===== src/rtl/cnn_pkg.sv =====
// Shared types and elaboration-time helpers for the streaming convolution/pool core.
package cnn_pkg;

    typedef enum logic [2:0] {
        IDLE,
        LOAD,
        CONV,
        POOL,
        EMIT
    } cnn_state_t;

    function automatic int conv_dim(input int img, input int k, input int s);
        return (img - k) / s + 1;
    endfunction

    // Partial pool windows at the right/bottom edge are dropped.
    function automatic int pool_dim(input int conv, input int p);
        return conv / p;
    endfunction

    function automatic int acc_width(input int pw, input int ww, input int k);
        return pw + ww + $clog2(k * k);
    endfunction

    function automatic int idx_w(input int n);
        return (n <= 1) ? 1 : $clog2(n);
    endfunction

    // Clamp a signed accumulator into [0, 2^dw-1]; caller truncates to dw bits.
    function automatic logic [31:0] sat_relu(input logic signed [31:0] acc, input int dw);
        logic signed [31:0] lim;
        lim = (32'sd1 <<< dw) - 32'sd1;
        if (acc < 0)
            return '0;
        if (acc > lim)
            return lim;
        return acc;
    endfunction

endpackage


===== src/rtl/cnn_window_mac.sv =====
// Combinational KxK signed multiply-accumulate for one feature kernel.
module cnn_window_mac #(
    parameter int KERNEL_SIZE  = 3,
    parameter int PIX_WIDTH    = 2,
    parameter int WEIGHT_WIDTH = 2,
    parameter int ACC_W        = 8
) (
    input  logic [KERNEL_SIZE*KERNEL_SIZE*PIX_WIDTH-1:0]    win,
    input  logic [KERNEL_SIZE*KERNEL_SIZE*WEIGHT_WIDTH-1:0] wts,
    output logic signed [ACC_W-1:0]                         acc
);

    localparam int KK = KERNEL_SIZE * KERNEL_SIZE;

    always_comb begin
        acc = '0;
        for (int i = 0; i < KK; i++) begin
            acc = acc + ACC_W'($signed(win[i*PIX_WIDTH +: PIX_WIDTH]))
                      * ACC_W'($signed(wts[i*WEIGHT_WIDTH +: WEIGHT_WIDTH]));
        end
    end

endmodule


===== src/rtl/cnn_stream_conv_pool.sv =====
// Frame-buffered strided convolution, saturating ReLU and max-pool for NUM_FEATURES
// kernels, emitting pooled maps feature-major over a backpressured stream.
module cnn_stream_conv_pool
    import cnn_pkg::*;
#(
    parameter int IMAGE_WIDTH  = 12,
    parameter int IMAGE_HEIGHT = 12,
    parameter int KERNEL_SIZE  = 3,
    parameter int NUM_FEATURES = 2,
    parameter int PIX_WIDTH    = 2,
    parameter int WEIGHT_WIDTH = 2,
    parameter int DATA_WIDTH   = 8,
    parameter int STRIDE       = 1,
    parameter int POOL_SIZE    = 2
) (
    input  logic                                           clk,
    input  logic                                           rst_cnn,
    input  logic                                           wt_wr_en,
    input  logic [$clog2(NUM_FEATURES):0]                  wt_feature,
    input  logic [KERNEL_SIZE*KERNEL_SIZE*WEIGHT_WIDTH-1:0] wt_data,
    input  logic                                           pix_valid,
    output logic                                           pix_ready,
    input  logic [PIX_WIDTH-1:0]                           pix_data,
    output logic                                           out_valid,
    input  logic                                           out_ready,
    output logic [DATA_WIDTH-1:0]                          out_data,
    output logic [$clog2(NUM_FEATURES):0]                  out_feature,
    output logic                                           out_last,
    output logic                                           busy,
    output logic                                           frame_done
);

    localparam int CONV_W = conv_dim(IMAGE_WIDTH, KERNEL_SIZE, STRIDE);
    localparam int CONV_H = conv_dim(IMAGE_HEIGHT, KERNEL_SIZE, STRIDE);
    localparam int POOL_W = pool_dim(CONV_W, POOL_SIZE);
    localparam int POOL_H = pool_dim(CONV_H, POOL_SIZE);
    localparam int ACC_W  = acc_width(PIX_WIDTH, WEIGHT_WIDTH, KERNEL_SIZE);
    localparam int KK     = KERNEL_SIZE * KERNEL_SIZE;
    localparam int FW     = $clog2(NUM_FEATURES) + 1;
    localparam int XW     = idx_w(IMAGE_WIDTH);
    localparam int YW     = idx_w(IMAGE_HEIGHT);
    localparam int CXW    = idx_w(CONV_W);
    localparam int CYW    = idx_w(CONV_H);
    localparam int PXW    = idx_w(POOL_W);
    localparam int PYW    = idx_w(POOL_H);
    localparam int FIW    = idx_w(NUM_FEATURES);
    localparam int TOTAL_BEATS = NUM_FEATURES * POOL_H * POOL_W;

    logic signed [PIX_WIDTH-1:0] frame    [IMAGE_HEIGHT][IMAGE_WIDTH];
    logic [DATA_WIDTH-1:0]       conv_map [NUM_FEATURES][CONV_H][CONV_W];
    logic [DATA_WIDTH-1:0]       pool_map [NUM_FEATURES][POOL_H][POOL_W];
    logic [KK*WEIGHT_WIDTH-1:0]  weights  [NUM_FEATURES];

    cnn_state_t     state;
    logic [XW-1:0]  ld_x;
    logic [YW-1:0]  ld_y;
    logic [CXW-1:0] cv_x;
    logic [CYW-1:0] cv_y;
    logic [PXW-1:0] pl_x, em_x, nxt_x;
    logic [PYW-1:0] pl_y, em_y, nxt_y;
    logic [FIW-1:0] em_f, nxt_f;
    logic           nxt_last;

    logic [KK*PIX_WIDTH-1:0]  win;
    logic signed [ACC_W-1:0]  acc  [NUM_FEATURES];
    logic [DATA_WIDTH-1:0]    relu [NUM_FEATURES];
    logic [DATA_WIDTH-1:0]    pmax [NUM_FEATURES];
    logic [DATA_WIDTH-1:0]    cand;
    logic [DATA_WIDTH-1:0]    first_beat;

    logic pix_fire;

    assign pix_ready = (state == IDLE) || (state == LOAD);
    assign busy      = (state != IDLE);
    assign pix_fire  = pix_valid && pix_ready;

    // Window origin advances by STRIDE per output position.
    always_comb begin
        win = '0;
        for (int ky = 0; ky < KERNEL_SIZE; ky++) begin
            for (int kx = 0; kx < KERNEL_SIZE; kx++) begin
                win[(ky*KERNEL_SIZE+kx)*PIX_WIDTH +: PIX_WIDTH] =
                    frame[YW'(int'(cv_y)*STRIDE+ky)][XW'(int'(cv_x)*STRIDE+kx)];
            end
        end
    end

    for (genvar f = 0; f < NUM_FEATURES; f++) begin : g_mac
        cnn_window_mac #(
            .KERNEL_SIZE (KERNEL_SIZE),
            .PIX_WIDTH   (PIX_WIDTH),
            .WEIGHT_WIDTH(WEIGHT_WIDTH),
            .ACC_W       (ACC_W)
        ) u_mac (
            .win(win),
            .wts(weights[f]),
            .acc(acc[f])
        );
    end

    always_comb begin
        for (int f = 0; f < NUM_FEATURES; f++)
            relu[f] = DATA_WIDTH'(sat_relu(32'(acc[f]), DATA_WIDTH));
    end

    always_comb begin
        cand = '0;
        for (int f = 0; f < NUM_FEATURES; f++) begin
            pmax[f] = '0;
            for (int py = 0; py < POOL_SIZE; py++) begin
                for (int px = 0; px < POOL_SIZE; px++) begin
                    cand = conv_map[f][CYW'(int'(pl_y)*POOL_SIZE+py)][CXW'(int'(pl_x)*POOL_SIZE+px)];
                    if (cand > pmax[f])
                        pmax[f] = cand;
                end
            end
        end
    end

    // A single-position pool map is still being written when EMIT starts.
    assign first_beat = (POOL_H * POOL_W == 1) ? pmax[0] : pool_map[0][0][0];

    always_comb begin
        nxt_f = em_f;
        nxt_y = em_y;
        nxt_x = em_x + 1'b1;
        if (em_x == PXW'(POOL_W-1)) begin
            nxt_x = '0;
            nxt_y = em_y + 1'b1;
            if (em_y == PYW'(POOL_H-1)) begin
                nxt_y = '0;
                nxt_f = em_f + 1'b1;
            end
        end
        nxt_last = (nxt_f == FIW'(NUM_FEATURES-1)) && (nxt_y == PYW'(POOL_H-1))
                && (nxt_x == PXW'(POOL_W-1));
    end

    // Frame and map storage survive reset; only control state is cleared.
    always_ff @(posedge clk) begin
        if (pix_fire)
            frame[ld_y][ld_x] <= pix_data;
        if (state == CONV) begin
            for (int f = 0; f < NUM_FEATURES; f++)
                conv_map[f][cv_y][cv_x] <= relu[f];
        end
        if (state == POOL) begin
            for (int f = 0; f < NUM_FEATURES; f++)
                pool_map[f][pl_y][pl_x] <= pmax[f];
        end
    end

    always_ff @(posedge clk or negedge rst_cnn) begin
        if (!rst_cnn) begin
            state       <= IDLE;
            ld_x        <= '0;
            ld_y        <= '0;
            cv_x        <= '0;
            cv_y        <= '0;
            pl_x        <= '0;
            pl_y        <= '0;
            em_x        <= '0;
            em_y        <= '0;
            em_f        <= '0;
            out_valid   <= 1'b0;
            out_last    <= 1'b0;
            out_data    <= '0;
            out_feature <= '0;
            frame_done  <= 1'b0;
            for (int f = 0; f < NUM_FEATURES; f++)
                weights[f] <= '0;
        end else begin
            frame_done <= 1'b0;
            if (wt_wr_en && state != CONV && int'(wt_feature) < NUM_FEATURES)
                weights[wt_feature[FIW-1:0]] <= wt_data;

            case (state)
                IDLE, LOAD: begin
                    if (pix_fire) begin
                        state <= LOAD;
                        if (ld_x == XW'(IMAGE_WIDTH-1)) begin
                            ld_x <= '0;
                            if (ld_y == YW'(IMAGE_HEIGHT-1)) begin
                                ld_y  <= '0;
                                state <= CONV;
                            end else begin
                                ld_y <= ld_y + 1'b1;
                            end
                        end else begin
                            ld_x <= ld_x + 1'b1;
                        end
                    end
                end
                CONV: begin
                    if (cv_x == CXW'(CONV_W-1)) begin
                        cv_x <= '0;
                        if (cv_y == CYW'(CONV_H-1)) begin
                            cv_y  <= '0;
                            state <= POOL;
                        end else begin
                            cv_y <= cv_y + 1'b1;
                        end
                    end else begin
                        cv_x <= cv_x + 1'b1;
                    end
                end
                POOL: begin
                    if (pl_x == PXW'(POOL_W-1)) begin
                        pl_x <= '0;
                        if (pl_y == PYW'(POOL_H-1)) begin
                            pl_y        <= '0;
                            state       <= EMIT;
                            out_valid   <= 1'b1;
                            out_data    <= first_beat;
                            out_feature <= '0;
                            out_last    <= (TOTAL_BEATS == 1);
                        end else begin
                            pl_y <= pl_y + 1'b1;
                        end
                    end else begin
                        pl_x <= pl_x + 1'b1;
                    end
                end
                EMIT: begin
                    if (out_valid && out_ready) begin
                        if (out_last) begin
                            out_valid  <= 1'b0;
                            out_last   <= 1'b0;
                            frame_done <= 1'b1;
                            state      <= IDLE;
                            em_f       <= '0;
                            em_y       <= '0;
                            em_x       <= '0;
                        end else begin
                            em_f        <= nxt_f;
                            em_y        <= nxt_y;
                            em_x        <= nxt_x;
                            out_data    <= pool_map[nxt_f][nxt_y][nxt_x];
                            out_feature <= FW'(nxt_f);
                            out_last    <= nxt_last;
                        end
                    end
                end
                default: state <= IDLE;
            endcase
        end
    end

endmodule


===== config.mk =====
export PLATFORM = sky130hd
export DESIGN_NAME = cnn_stream_conv_pool
export DESIGN_NICKNAME = d
export VERILOG_FILES = /design/src/rtl/cnn_pkg.sv /design/src/rtl/cnn_window_mac.sv /design/src/rtl/cnn_stream_conv_pool.sv
export SDC_FILE = /design/constraint.sdc
export NUM_CORES = 2
export LEC_CHECK = 0
export BUFFER_PORTS_ARGS = -buffer_cell sky130_fd_sc_hd__buf_4
export CAP_MARGIN = 20
export CORE_ASPECT_RATIO = 0.75
export CORE_UTILIZATION = 67
export CTS_BUF_LIST = sky130_fd_sc_hd__clkbuf_16
export DETAILED_ROUTE_END_ITERATION = 12
export PLACE_DENSITY = 0.85
export REMOVE_ABC_BUFFERS = 1
export SETUP_SLACK_MARGIN = 0.3
export SLEW_MARGIN = 10
export SYNTH_ARGS = -nofsm -noshare
export SYNTH_HDL_FRONTEND = slang
export SYNTH_HIERARCHICAL = 1
export SYNTH_SLANG_ARGS = --single-unit

===== constraint.sdc =====
create_clock -name clk -period 18.8 [get_ports clk]
set_clock_uncertainty 0.1 [all_clocks]
set_input_delay 0.94 -clock clk [delete_from_list [all_inputs] [get_ports clk]]
set_output_delay 0.94 -clock clk [all_outputs]
set_load 0.05 [all_outputs]

Word level (Yosys, flattened, before mapping)
Memories as Yosys holds them, arrays and structs flattened.
Cells that the tools add are included.
{"block": "totals", "register_bits": 81, "mem_bits_rw": 2288, "output_inout_bits": 15, "elab_cells": 324, "memories": 3}
{"block": "classes", "addsub": 31, "n_mul": 18, "n_lt_le_gt_ge": 34, "eq_ne": 23, "n_mux": 157, "n_bitwise": 15, "reduce_logical": 26}
{"name": "conv_map", "depth": 2, "width": 800, "rd": 2, "rd_clocked_by_memory_dff": 0, "write_ports": 2, "line_no": "cnn_stream_conv_pool.sv:50", "source": "logic [DATA_WIDTH-1:0] conv_map [NUM_FEATURES][CONV_H][CONV_W];"}
{"name": "pool_map", "depth": 2, "width": 200, "rd": 2, "rd_clocked_by_memory_dff": 0, "write_ports": 2, "line_no": "cnn_stream_conv_pool.sv:51", "source": "logic [DATA_WIDTH-1:0] pool_map [NUM_FEATURES][POOL_H][POOL_W];"}
{"name": "frame", "depth": 12, "width": 24, "rd": 3, "rd_clocked_by_memory_dff": 0, "write_ports": 1, "line_no": "cnn_stream_conv_pool.sv:49", "source": "logic signed [PIX_WIDTH-1:0] frame [IMAGE_HEIGHT][IMAGE_WIDTH];"}
{"cell": "binary-select mux 80 bit (select 4 bit)", "n": 4}
{"cell": "two-way mux 800 bit", "n": 1}
{"cell": "two-way mux 80 bit", "n": 9}
{"cell": "demux 80 bit (select 4 bit)", "n": 1}
{"cell": "two-way mux 8 bit", "n": 40}
{"cell": "binary-select mux 8 bit (select 4 bit)", "n": 8}
{"cell": "two-way mux 200 bit", "n": 1}
{"cell": "binary-select mux 40 bit (select 3 bit)", "n": 1}
{"cell": "demux 40 bit (select 3 bit)", "n": 1}
{"cell": "two-way mux 40 bit", "n": 3}
{"cell": "adder 8 bit", "n": 14}
{"cell": "binary-select mux 2 bit (select 4 bit)", "n": 9}
{"cell": "multiplier 2 x 2 -> 4 bit", "n": 18}
{"cell": "two-way mux 2 bit", "n": 25}
{"cell": "greater-than comparator 8 bit", "n": 6}
{"cell": "two-way mux 3 bit", "n": 14}
{"cell": "bitwise mux 36 bit", "n": 1}
{"cell": "greater-or-equal comparator 4 x 5 -> 1 bit (second input constant)", "n": 7}
{"cell": "adder 4 x 1 -> 4 bit (second input constant)", "n": 8}
{"cell": "demux 8 bit (select 4 bit)", "n": 1}
{"cell": "inverter 4 bit", "n": 7}
{"cell": "binary-select mux 8 bit (select 3 bit)", "n": 1}
{"cell": "demux 8 bit (select 3 bit)", "n": 1}
{"cell": "two-way mux 24 bit", "n": 1}
{"cell": "44 further kinds", "n": 122}

Depth between registers and ports, before layout
{"block": "depth", "ltp_word": 19, "depth_mapped": 39, "depth_no_buf": 32}

Hierarchy
The synthesis kept the hierarchy.
{"module": "cnn_stream_conv_pool", "instances": 1, "cells_each": 6118, "area_each_um2": 100991.9}
{"module": "cnn_window_mac", "instances": 2, "cells_each": 212, "area_each_um2": 1994.4}

Worst setup path before layout
OpenSTA, ideal clock, no wires.
{"block": "synth_path", "path_kind": "reg2reg", "from": "register cv_y[0]", "to": "memory conv_map[0][0] (netlist name) (data pin)", "t_arrival_ns": 10.751, "required_ns": 18.005, "path_slack_ns": 7.254, "path_stages_with_launch": 36, "cell_sequence": "dfrtp_1 buf_2 buf_4 buf_2 buf_2 inv_1 ha_1 buf_2 buf_2 buf_1 mux4_2 mux2i_1 nand2_1 o21ai_0 mux2_2 nand2_1 o211ai_1 o221ai_1 and2_1 fa_1 inv_1 fa_1 fa_1 fa_1 inv_1 fa_1 inv_1 fa_1 inv_1 fa_1 ha_1 a31o_1 a21oi_2 o31ai_2 xnor2_1 nor2b_1"}
{"item": "start: declaration", "line_no": "cnn_stream_conv_pool.sv:58", "source": "logic [CYW-1:0] cv_y;"}
{"item": "start signal: assignment", "line_no": "cnn_stream_conv_pool.sv:201", "source": "cv_y <= cv_y + 1'b1;"}
{"item": "end: declaration", "line_no": "cnn_stream_conv_pool.sv:50"}

==> reports/metrics.yaml <==
synthesis:
  async_flop_share_pct: 3.378
  syn_area_mm2: 0.1050
  yosysWarnings: 6
  syn_area_per_cell_um2: 16.05
  synth_top_flop_cell: "edfxtp_1"
  synth-edff-count: 2288
  synth_seq_cells: 2368
  ys_types: 92
  yosysSeqAreaShare_pct: 67.35
  netlist_instances: 6542
die:
  num_rows: 125
  die_area_mm2: 0.1583
  fp.dieW_um: 459.1
  io_pins: 42
  core_mm2: 0.1551
  die_h_um: 344.8
  initial_core_util_pct: 67.66
critical_path:
  regToRegSetupSlack_ns: 6.73
  reg2reg_depth: 34
  endpoint_kind: "flip-flop"
  slowest_stage: "a221oi_1"
  crit_fanout: 107
  worst-setup-path-type: "reg2reg"
  critPathLaunchType: "flip-flop"
  reg2reg_from: "pl_y[0]"
  cp_slowest_stage_delay_ns: 1.15
  regToRegEndpoint: "pool_map[0][150]"
  arrival_ns: 12.56
  required_ns: 19.30
sta:
  worst_slew_pin_slew_ns: 1.421
  grt_setup_unrepaired: "no"
  hold_viol: 0
  timing.final.ws_setup_ns: 6.735
  max_freq_mhz: 82.88
  maxSlewHeadroom_pct: 5.293
  finalCritPeriodShare_pct: 64.18
  setup_viol: 0
  holdWs_ns: 0.2264
  period_minus_slack_ns: 12.07
  slew_violations: 0
placed_design:
  dp_hpwl_um: 178000
  io_buffers: 40
  pre_cts_ws_ns: 7.309
  routabilityCongestion: 0.9940
finish:
  fin_nets: 7077
  drive_above_1_share_pct: 17.38
  syn_to_final_growth_pct: 10.22
  final_common_cell: "edfxtp_1"
  layout_common_cells: "2288 x edfxtp_1, 519 x nor2_1, 387 x mux4_2"
outcome:
  status: "finished, final reports clean"
global_routing:
  antenna_found_initial: 5
  grt_pass1_vias: 65290
  grt_first_pass_wirelength_um: 435000
  grt.overflow.total: 0
  grt_max_degree: 147
  track_usage_pct: 38.20
clock_network:
  clkLatencyLatePin_ns: 0.88
  cts_htree_levels: 4
  clkTransAtPathRegs_ns: 0.07
  cts-root-buf: "clkbuf_16"
  cts_tree: "built"
  cts_made_buffers: 207
  cts_buffer_depth: 3
  cts_setup_buffers: 0
  cts_resized: 0
  clock_sinks: 2368
drt:
  remaining_drc_errors: 0
  wl_per_cell_um: 33.01
  vias: 65810
  drtIter0Drc: 11410
  first_pass_iters: 8
  vias_per_cell: 7.226
  postRouteAntennaNets: 0
  drt-total-wl_um: 300600
min_path:
  hold_depth: 2
  hold_path.class: "in2reg"
  min_to: "weights[23]"
  hp-start: "wt_data[5]"
run:
  cap_violations: 0
cells in the mapped netlist (97+ instances only):
cell | n | area (um2)
mux4_2 | 387 | 8716
mux2_2 | 141 | 1588
fa_1 | 112 | 2242
ha_1 | 106 | 1326
mux2i_1 | 397 | 3974
clkbuf_1 | 171 | 641.9
a21oi_1 | 230 | 1151
nand2_1 | 369 | 1385
o21ai_0 | 192 | 960.9
inv_1 | 203 | 762.0
nor2_1 | 526 | 1974
edfxtp_1 | 2288 | 68710
a22oi_1 | 161 | 1209
buf_2 | 135 | 675.7
nand3_1 | 97 | 485.5
worst max-delay path: cells and delay by family (launching register included):
family                     cells  cell delay [ns]
AOI/OAI and AO/OA             15             4.21
adders and majority gates      3             0.98
buffers and inverters          5             2.57
DFF                            1             0.86
muxes                          3             0.97
and+or+nand+nor                8             1.83
metrics by stage:
step | TNS (ns) | cells | instance area, um2 | util [%]
global route | 0 | 9103 | 115700 | 74.58
global placement | 0 | 8712 | 108900 | 70.17
detailed placement | 0 | 8712 | 108900 | 70.17
CTS | 0 | 9098 | 115600 | 74.52
floorplan | -2133.73 | 6317 | 103600 | -
finish | 0 | 9107 | 115700 | 74.58
sequential cells by signal (all words and copies together), names as in the netlist, 8 cells and up:
signal    flops
conv_map   1600
out_data      8
weights      36
frame       288
pool_map    400
cells by family (layout without fill, tap and decap cells):
logic type	count (synthesis)	in the layout	synth area share (%)
DFF	2368	2368	67.35
and+or+nand+nor	1223	1223	5.075
AOI/OAI and AO/OA	1143	1143	7.467
muxes	926	926	13.63
buffers and inverters	634	900	2.803
adders and majority gates	218	218	3.399
xor gates and xnor gates	29	29	0.2741
other	1	205	0.003572
worst max-delay path by stage:
stage	start	end	depth (start not counted)
detailed placement	pl_y[0]	pool_map[0][194]	33
global placement	cv_y[1]	conv_map[0][524]	32
floorplan	pl_y[0]	pool_map[0][0]	30
global route	pl_y[0]	pool_map[0][150]	34
finish	pl_y[0]	pool_map[0][150]	34
CTS	pl_y[0]	pool_map[0][150]	33
layer usage:
metal	GRT usage, %	wire, um
met1	51.73	101400
met2	56.60	132900
met3	12.83	49440
met4	18.23	16850
met5	0	33
layout make-up:
type	instances	area [um2]
Sequential cell	2368	70730
Antenna cell	4	10.01
Tap cell	2095	2621
Multi-Input combinational cell	3740	32430
Clock inverter	177	1536
Clock buffer	208	5205
Timing Repair Buffer	306	2394
Inverter	209	789.5
Fill cell	8608	39440
timing repair:
item | 4_1_cts | 5_1_grt
setup endpoints to repair | 0 | 0
hold buffers | 1 | 0
endpoints found under the hold margin | 25 | 0
Power is left out: the tool's default activity adds up to more than one toggle a clock period on the data nets, which glitch-free logic cannot reach.
